### src/rtl/hazard_ctrl.sv
// hazard_ctrl: EX operand forwarding selects, load-use stall and taken-branch flush from a
// registered EX/MEM/WB destination shadow. Optional event counters under HAZ_PERF_CNT_EN.
module hazard_ctrl #(
   parameter int REG_AW = 5,
   parameter int CNT_W  = 32
) (
   input  logic              clk,
   input  logic              rst_n,
   input  logic [REG_AW-1:0] d_rs1,
   input  logic [REG_AW-1:0] d_rs2,
   input  logic              d_use_rs1,
   input  logic              d_use_rs2,
   input  logic [REG_AW-1:0] d_rd,
   input  logic              d_reg_write,
   input  logic              d_is_load,
   input  logic              ex_br_taken,
   input  logic              ext_stall,
   output logic [1:0]        fwd_a_sel,
   output logic [1:0]        fwd_b_sel,
   output logic              stall_f,
   output logic              stall_d,
   output logic              flush_d,
   output logic              flush_e,
   output logic              freeze
`ifdef HAZ_PERF_CNT_EN
   ,
   output logic [CNT_W-1:0]  lu_stall_cnt,
   output logic [CNT_W-1:0]  br_flush_cnt
`endif
);

   typedef struct packed {
      logic [REG_AW-1:0] rs1;
      logic [REG_AW-1:0] rs2;
      logic [REG_AW-1:0] rd;
      logic              we;
      logic              ld;
   } ex_ent_t;

   // The load flag only matters while the load sits in EX, so MEM/WB keep just rd/we.
   typedef struct packed {
      logic [REG_AW-1:0] rd;
      logic              we;
   } wr_ent_t;

   ex_ent_t ex_q, ex_d;
   wr_ent_t mem_q, mem_d;
   wr_ent_t wb_q, wb_d;

   logic rs1_hit;
   logic rs2_hit;
   logic lu;

   function automatic logic [1:0] fwd_sel(input logic [REG_AW-1:0] src,
                                          input wr_ent_t           mem,
                                          input wr_ent_t           wb);
      logic [1:0] sel;
      sel = 2'b00;
      if (mem.we && (mem.rd != '0) && (mem.rd == src))
         sel = 2'b10;
      else if (wb.we && (wb.rd != '0) && (wb.rd == src))
         sel = 2'b01;
      return sel;
   endfunction

   assign rs1_hit = d_use_rs1 && (d_rs1 == ex_q.rd);
   assign rs2_hit = d_use_rs2 && (d_rs2 == ex_q.rd);
   assign lu      = ex_q.ld && ex_q.we && (ex_q.rd != '0) && (rs1_hit || rs2_hit);

   always_comb begin
      stall_f   = 1'b0;
      stall_d   = 1'b0;
      flush_d   = 1'b0;
      flush_e   = 1'b0;
      freeze    = ext_stall;
      fwd_a_sel = fwd_sel(ex_q.rs1, mem_q, wb_q);
      fwd_b_sel = fwd_sel(ex_q.rs2, mem_q, wb_q);
      if (rst_n) begin
         if (ext_stall) begin
            stall_f = 1'b1;
            stall_d = 1'b1;
         end else if (ex_br_taken) begin
            // Branch beats load-use: the stalled Decode instruction is on the wrong path.
            flush_d = 1'b1;
            flush_e = 1'b1;
         end else if (lu) begin
            stall_f = 1'b1;
            stall_d = 1'b1;
            flush_e = 1'b1;
         end
      end
   end

   always_comb begin
      ex_d  = ex_q;
      mem_d = mem_q;
      wb_d  = wb_q;
      if (!ext_stall) begin
         wb_d  = mem_q;
         mem_d = '{rd: ex_q.rd, we: ex_q.we};
         if (flush_e)
            ex_d = '0;
         else
            ex_d = '{rs1: d_rs1, rs2: d_rs2, rd: d_rd, we: d_reg_write, ld: d_is_load};
      end
   end

   always_ff @(posedge clk or negedge rst_n) begin
      if (!rst_n) begin
         ex_q  <= '0;
         mem_q <= '0;
         wb_q  <= '0;
      end else begin
         ex_q  <= ex_d;
         mem_q <= mem_d;
         wb_q  <= wb_d;
      end
   end

`ifdef HAZ_PERF_CNT_EN
   logic [CNT_W-1:0] lu_cnt_q, lu_cnt_d;
   logic [CNT_W-1:0] br_cnt_q, br_cnt_d;

   always_comb begin
      lu_cnt_d = lu_cnt_q;
      br_cnt_d = br_cnt_q;
      if (!ext_stall) begin
         if (ex_br_taken)
            br_cnt_d = br_cnt_q + CNT_W'(1);
         else if (lu)
            lu_cnt_d = lu_cnt_q + CNT_W'(1);
      end
   end

   always_ff @(posedge clk or negedge rst_n) begin
      if (!rst_n) begin
         lu_cnt_q <= '0;
         br_cnt_q <= '0;
      end else begin
         lu_cnt_q <= lu_cnt_d;
         br_cnt_q <= br_cnt_d;
      end
   end

   assign lu_stall_cnt = lu_cnt_q;
   assign br_flush_cnt = br_cnt_q;
`endif

endmodule

### config.mk
export PLATFORM = sky130hd
export DESIGN_NAME = hazard_ctrl
export DESIGN_NICKNAME = d
export VERILOG_FILES = /design/src/rtl/hazard_ctrl.sv
export SDC_FILE = /design/constraint.sdc
export NUM_CORES = 1
export LEC_CHECK = 0
export ABC_AREA = 1
export BUFFER_PORTS_ARGS = -buffer_cell sky130_fd_sc_hd__buf_2
export CAP_MARGIN = 20
export CORE_UTILIZATION = 60
export CTS_BUF_LIST = sky130_fd_sc_hd__clkbuf_4 sky130_fd_sc_hd__clkbuf_8
export CTS_CLUSTER_SIZE = 10
export DETAILED_ROUTE_END_ITERATION = 12
export PLACE_DENSITY_LB_ADDON = 0.08
export SYNTH_ARGS = -nofsm -noshare
export SYNTH_HDL_FRONTEND = slang
export SYNTH_SLANG_ARGS = --single-unit
export TNS_END_PERCENT = 100
### constraint.sdc
create_clock -name clk -period 2.8 [get_ports clk]
set_clock_uncertainty 0.2 [all_clocks]
set_input_delay 0.28 -clock clk [delete_from_list [all_inputs] [get_ports clk]]
set_output_delay 0.28 -clock clk [all_outputs]
set_load 0.03 [all_outputs]
==> run summary, run 1 <==
Yosys reg bits: 29
DR DRC count: 0
Dominant cell type by area after synthesis: dfrtp_1
Port Buffers: 31
Most used flip-flop cell after synthesis: dfrtp_1
Gr ovfl total: 0
H-tree levels: 2
Post-layout min period: 2250 ps
Synth warn: 0
Crit Path Max Fanout: 18
Worst r2r src: ex_q[4]
GRT Resource Usage Total: 0.259
DIE AREA: 3180 um^2
Met2 wire len: 1730 um
Chip height: 56.4 um
Asr flop ratio synth: 1.00
Synth Area in Adders: 0
Seq/Total Area, Yosys: 0.409
Slew HR: 0.739
DRT Pass-1 Iters: 4
Pin count of the biggest net entering global routing: 45
Syn Nets: 278
M1 WL: 1710 um
Class of the worst hold path: in2reg
Synthesis-to-layout area growth: 11.8%
HPWL Detailed: 2710 um
Synth area leaders: dfrtp_1 (41%), nand2_1 (21%), nor2_1 (6.6%)
List of most frequent post-synthesis cells: nand2_1 (98), nor2_1 (31), dfrtp_1 (29), inv_1 (29), o21ai_0 (14)
Initial antenna violation count: 0
Post-cts sizing count: 0
Post-route ant nets: 0
Reg2reg path depth: 10
Worst-path clk slew: 100 ps
Nets: 310
Starting density of the core: 0.637
First-pass GRT wire length: 6260 um
First DRT Iteration DRCs: 79
Yosys cell types: 21
Clock insertion delay at the later pin of the skew report: 330 ps
Status: completed
FF-to-FF End: ex_q[10]
CP startpoint kind: flop
Final period utilization: 0.804
# Post-CTS Setup Buffers: 0
EDFF count, synth: 0
Final hold vios: 0
Routed wire length: 3650 um
RSZ-0062 raised after global routing: no
Hold path depth: 5
I/O Pins: 32
Post-Synthesis Cells: 255
Slew @ Worst Pin: 387 ps
Most common cell in the netlist: nand2_1
Final hold slack: 31.6 ps
Max Cap Violations: 0
Largest family of logic cells by synthesized area: simple AND/OR/NAND/NOR gates
Clk root buf: clkbuf_4
Final setup fails: 0
Vias in the first global route: 1379
Max-slew violations: 0
Setup TNS: 0 ps
Arrival time worst endpoint: 1770 ps
Ratio of cells with drive above 1 in the final layout: 0.181
Hold endpoint: ex_q[2]
WL/cell: 11.4 um
Syn Std Cell Area: 1770 um^2
Static leakage: 1.16 nW
Crit. End Element: output port
Num CTS Buffers: 5
Peak VDD IR: 0.406 mV
Highest Signal Layer: met4
Kind of critical path: reg2out
CTS sink count: 29
Hold Startpoint: d_rd[0]
Power per cell area: 527 nW/um^2
ANT cells: 0
Vias per cell: 4.89
CTS tree: done
XOR/XNOR Fraction of Synth Area: 0.0889
Longest Clk Path Bufs: 2
R2R Setup Slk: 1160 ps
Mux contribution to synthesized area: 0
Core Area: 2780 um^2
Simple-Gate Fraction of Synth Area: 0.342
CP required: 2320 ps
Num rows: 19
Die W: 56.4 um
F_max: 444 MHz
Syn Area/Cell: 6.95 um^2
Top-area cell type share of the netlist area: 0.409
Routed vias: 1561
Met3 WL: 140 um
Placer Congestion: 0.954
Compound-cell area share of the yosys netlist: 0.0423
==> placed cells by master, fill, tap and decap left out <==
cell type       n
xnor2_1        11
nand4_1         2
clkinv_2        1
nor3_1          3
a21oi_1         1
dfrtp_1        29
or2_2           2
clkbuf_8        2
nand3_1         8
nand2_2         3
inv_2           5
nor2_1         31
clkbuf_4        5
nand2_4         1
buf_4           2
o21ai_0        14
dlygate4sd3_1   1
xor2_1          7
inv_1          29
buf_2          31
nand2_1        98
nor4_1          2
==> critical path, stage by stage (launching register included) <==
cell and delay (ps):
dfrtp_1 440, inv_2 100, nor2_1 40, nor2_1 140
nand3_1 100, nand2_1 80, nand2_1 60, nand2_2 70
nand2_4 130, inv_1 80, buf_2 190
==> worst max-delay path by stage <==
stage                         from      endpoint  slack (ps)  depth (start not counted)
after floorplan           mem_q[3]  fwd_b_sel[0]         260                          4
after global routing       ex_q[4]       flush_e         440                         10
after detailed placement   ex_q[4]       flush_e         930                         10
after CTS                  ex_q[4]       flush_e         540                         10
after global placement     ex_q[4]       flush_e         930                         10
final                      ex_q[4]       flush_e         550                         10
==> metrics by stage <==
stage | power [mW] | instances | setup WS (ps) | instance area, um^2 | utilization
floorplan | 0.687 | 255 | 260 | 1770 | -
global placement | 0.750 | 310 | 934 | 1900 | 0.684
detailed placement | 0.755 | 310 | 932 | 1900 | 0.684
CTS | 1.05 | 319 | 543 | 1980 | 0.713
global route | 1.11 | 319 | 439 | 1980 | 0.713
finish | 1.04 | 319 | 547 | 1980 | 0.713
==> registers in the layout, summed over array words and instances, names as in the netlist <==
register  count
ex_q         17
mem_q         6
wb_q          6
==> logic make-up after synthesis <==
group,Yosys count
AO/OA/AOI/OAI,15
buffers and inverters,43
flip-flops,29
XOR/XNOR,18
AND/OR/NAND/NOR,150
==> power by group <==
group / internal, mW / switching, mW / total [mW]
clock: 0.145 / 0.153 / 0.299
combinational: 0.0970 / 0.132 / 0.229
sequential: 0.463 / 0.0537 / 0.517
==> what timing repair did <==
| action | CTS | global route |
|---|---|---|
| hold buffers | 1 | 0 |
| endpoints found under the hold margin | 29 | 0 |
| endpoints found under the setup margin | 0 | 0 |
==> metal layers <==
metal  vias to the layer above  track usage
met5                         -            0
met4                         0       0.0871
met3                         9       0.0622
met2                        39        0.405
met1                       687        0.357
li1                        826            -
==> area by class of cell <==
type                       instances  area [um^2]
clock inverter                     1         5.00
fill                             252          800
tap                               31         38.8
clock buffer                       7         65.1
inverter                          34          128
multi-input combinational        183          840
sequential                        29          726
timing repair buffer              34          180
(Power assumes the default switching activity.)
==> inputs of run 2 (changes only) <==
CORE_UTILIZATION = 52   (was 60)
clock period = 1.8 ns   (was 2.8 ns; I/O delays follow)
==> run 2 against run 1 <==
Net effect:
- the flow now finishes with violations (negative setup slack)
- first-iteration DRC count is 18% lower
- setup slack worse by 790 ps
- clock-buffer cell count is 1 lower
- clock power is 37% higher
- critical path depth is 1 lower
- hold slack better by 43 ps
- sequential share of layout area is 5.9 points lower
- largest power group unchanged
- sequential power is 55% higher
- global-route usage is 0.34 points lower
==> run summary, run 2 (synthesis results as in run 1) <==
Status: finished, violations left
Violated checks: negative setup slack
Ratio of cells with drive above 1 in the final layout: 0.238 (+0.0575)
ANT cells: 0 (unchanged)
Clk network pwr share: 0.244 (-0.042)
Worst path top cell family by delay: simple AND/OR/NAND/NOR gates
Kind of critical path: reg2out
Vias in the first global route: 1525 (+11%)
Crit. End Element: output port
Nets: 337 (+8.7%)
Routed wire length: 4350 um (+19%)
CP startpoint kind: flop
Top flop regs: ex_q: 17 flops, mem_q: 6 flops, wb_q: 6 flops
Sw Share: 0.350 (+0.0253)
Final hold vios: 0 (unchanged)
Final setup fails: 17 (+17)
Placer Congestion: 0.892 (-6.5%)
R2R Setup Slk: -20 ps (-1180 ps)
FF-to-FF End: ex_q[13]
Commonest cells after routing, fill and taps aside: nand2_1 (96), dfrtp_1 (29), inv_1 (28), nor2_1 (28), buf_2 (24)
Max-slew violations: 0 (unchanged)
First DRT Iteration DRCs: 65 (-18%)
Worst-path clk slew: 100 ps (about the same)
Slowest stage delay, CP: 420 ps (-20 ps)
Critical path endpoint: stall_f
Post-layout min period: 2040 ps
Worst setup startpoint: ex_q[5]
F_max: 490 MHz
Class of the worst hold path: in2reg
Pin count of the biggest net entering global routing: 42 (-6.7%)
Top reg by flops: ex_q
CP max stage cell: dfrtp_1
Power per cell area: 714 nW/um^2 (+35%)
Longest Clk Path Bufs: 2 (unchanged)
Initial antenna violation count: 0 (unchanged)
Crit Path Max Fanout: 4 (-14)
CTS tree: done
Post-route ant nets: 0 (unchanged)
Peak VDD IR: 0.374 mV (-8.0%)
CTS sink count: 29 (unchanged)
Tot Pwr: 1.68 mW (+61%)
Switching pwr: 590 uW (+74%)
CP bufs+invs: 2 (-1)
Final hold slack: 75.1 ps (+43.5 ps)
Core Area: 3150 um^2 (+13%)
DR DRC count: 0 (unchanged)
Max Cap Violations: 0 (unchanged)
Vias per cell: 4.74 (-3.2%)
Final core utilization: 0.748 (+0.0359)
Chip height: 60.4 um (+7.2%)
Final period utilization: 1.13
Reg power frac: 0.477 (-0.018)
Clock insertion delay at the later pin of the skew report: 340 ps (about the same)
Port Buffers: 31 (unchanged)
WL/cell: 12.1 um (+6.1%)
Clk root buf: clkbuf_4
Worst r2r src: ex_q[5]
Die W: 60.4 um (+7.2%)
Dpl cells: 325 (+4.8%)
Slew HR: 0.746 (+0.00649)
Reg2reg path depth: 13 (+3)
Number of fill cells: 264 (+4.8%)
H-tree levels: 2 (unchanged)
GRT Resource Usage Total: 0.256 (-0.00341)
Slew @ Worst Pin: 381 ps (-6.16 ps)
Logic pwr share: 0.279 (+0.059)
Final worst slack: -240 ps (-787 ps)
Static leakage: 1.29 nW (+11%)
Non-filler instance count after layout: 359 (+13%)
Crit path depth: 9 (-1)
RSZ-0062 raised after global routing: yes
Gr ovfl total: 0 (unchanged)
HPWL Detailed: 2920 um (+7.8%)
P_int: 1.09 mW (+55%)
DIE AREA: 3650 um^2 (+15%)
Routed vias: 1700 (+8.9%)
Synthesis-to-layout area growth: 33.1%
Num rows: 20 (+1)
First-pass GRT wire length: 6710 um (+7.2%)
Num CTS Buffers: 5 (unchanged)
DRT Pass-1 Iters: 4 (unchanged)
Starting density of the core: 0.562 (-0.0751)
CP required: 1420 ps (-900 ps)
Critical Path, Cell by Cell: inv_2 -> nand2_1 -> nand2_1 -> nor2_1 -> nand3_2 -> nand2_2 -> nand3_2 -> a21oi_4 -> buf_6
Most common cell after layout, fill and taps aside: nand2_1
I/O Pins: 32 (unchanged)
Worst slack, placed: 93.9 ps (-838 ps)
Number of flip-flops in the largest register: 17 (unchanged)
Arrival time worst endpoint: 1660 ps (-110 ps)
run 2: worst register-to-register path, stage by stage, from the launching register on:
cell	delay, ps
dfrtp_1	420
inv_2	80
nand2_1	80
nand2_1	60
nor2_1	110
nand3_2	80
nand2_2	70
nand2_1	60
nand2_2	70
nand2_4	80
buf_4	160
buf_6	140
nand2_2	70
nand2_1	50
run 2: worst min-delay path by stage:
stage,from,endpoint,slack (ps),cells past startpoint
2_1_floorplan,rst_n,ex_q[0],-320,0
3_3_place_gp,rst_n,wb_q[4],80,2
3_5_place_dp,rst_n,wb_q[4],70,2
4_1_cts,ex_br_taken,ex_q[5],70,6
5_1_grt,ext_stall,ex_q[5],110,5
6_report,ext_stall,ex_q[5],80,5
run 2: repair_timing:
item                                    CTS  global route
setup buffers                             2             5
pin swaps                                 4             5
endpoints found under the setup margin    7            17
endpoints found under the hold margin    47             0
resized for setup                        12            14
hold buffers                             19             0
run 2: metrics by stage:
step	instance area (um^2)	TNS, ps
global placement	1970	0
global route	2360	-3590
finish	2360	-1410
floorplan	1810	0
CTS	2260	-1270
detailed placement	1970	0
run 2: cell type report:
| class | count | area [um^2] | area share |
|---|---|---|---|
| sequential | 29 | 726 | 0.308 |
| tap | 44 | 55.1 | 0.0233 |
| clock buffer | 6 | 45.0 | 0.0191 |
| multi-input combinational | 183 | 925 | 0.392 |
| timing repair buffer | 61 | 472 | 0.200 |
| inverter | 34 | 128 | 0.0541 |
| clock inverter | 2 | 10.0 | 0.00424 |
run 2: routing by layer:
metal	GRT usage	up-vias	wire length, um
li1	-	878	-
met1	0.302	776	1890
met2	0.452	38	2220
met3	0.0618	8	154
met4	0.0897	0	89
met5	0	-	0
run 2: power by group through the flow:
stage	clock network (mW)	registers (mW)	logic (mW)
CTS	0.420	0.803	0.437
floorplan	0	0.795	0.296
finish	0.411	0.803	0.470
global route	0.445	0.814	0.525
detailed placement	0	0.816	0.387
global placement	0	0.813	0.385
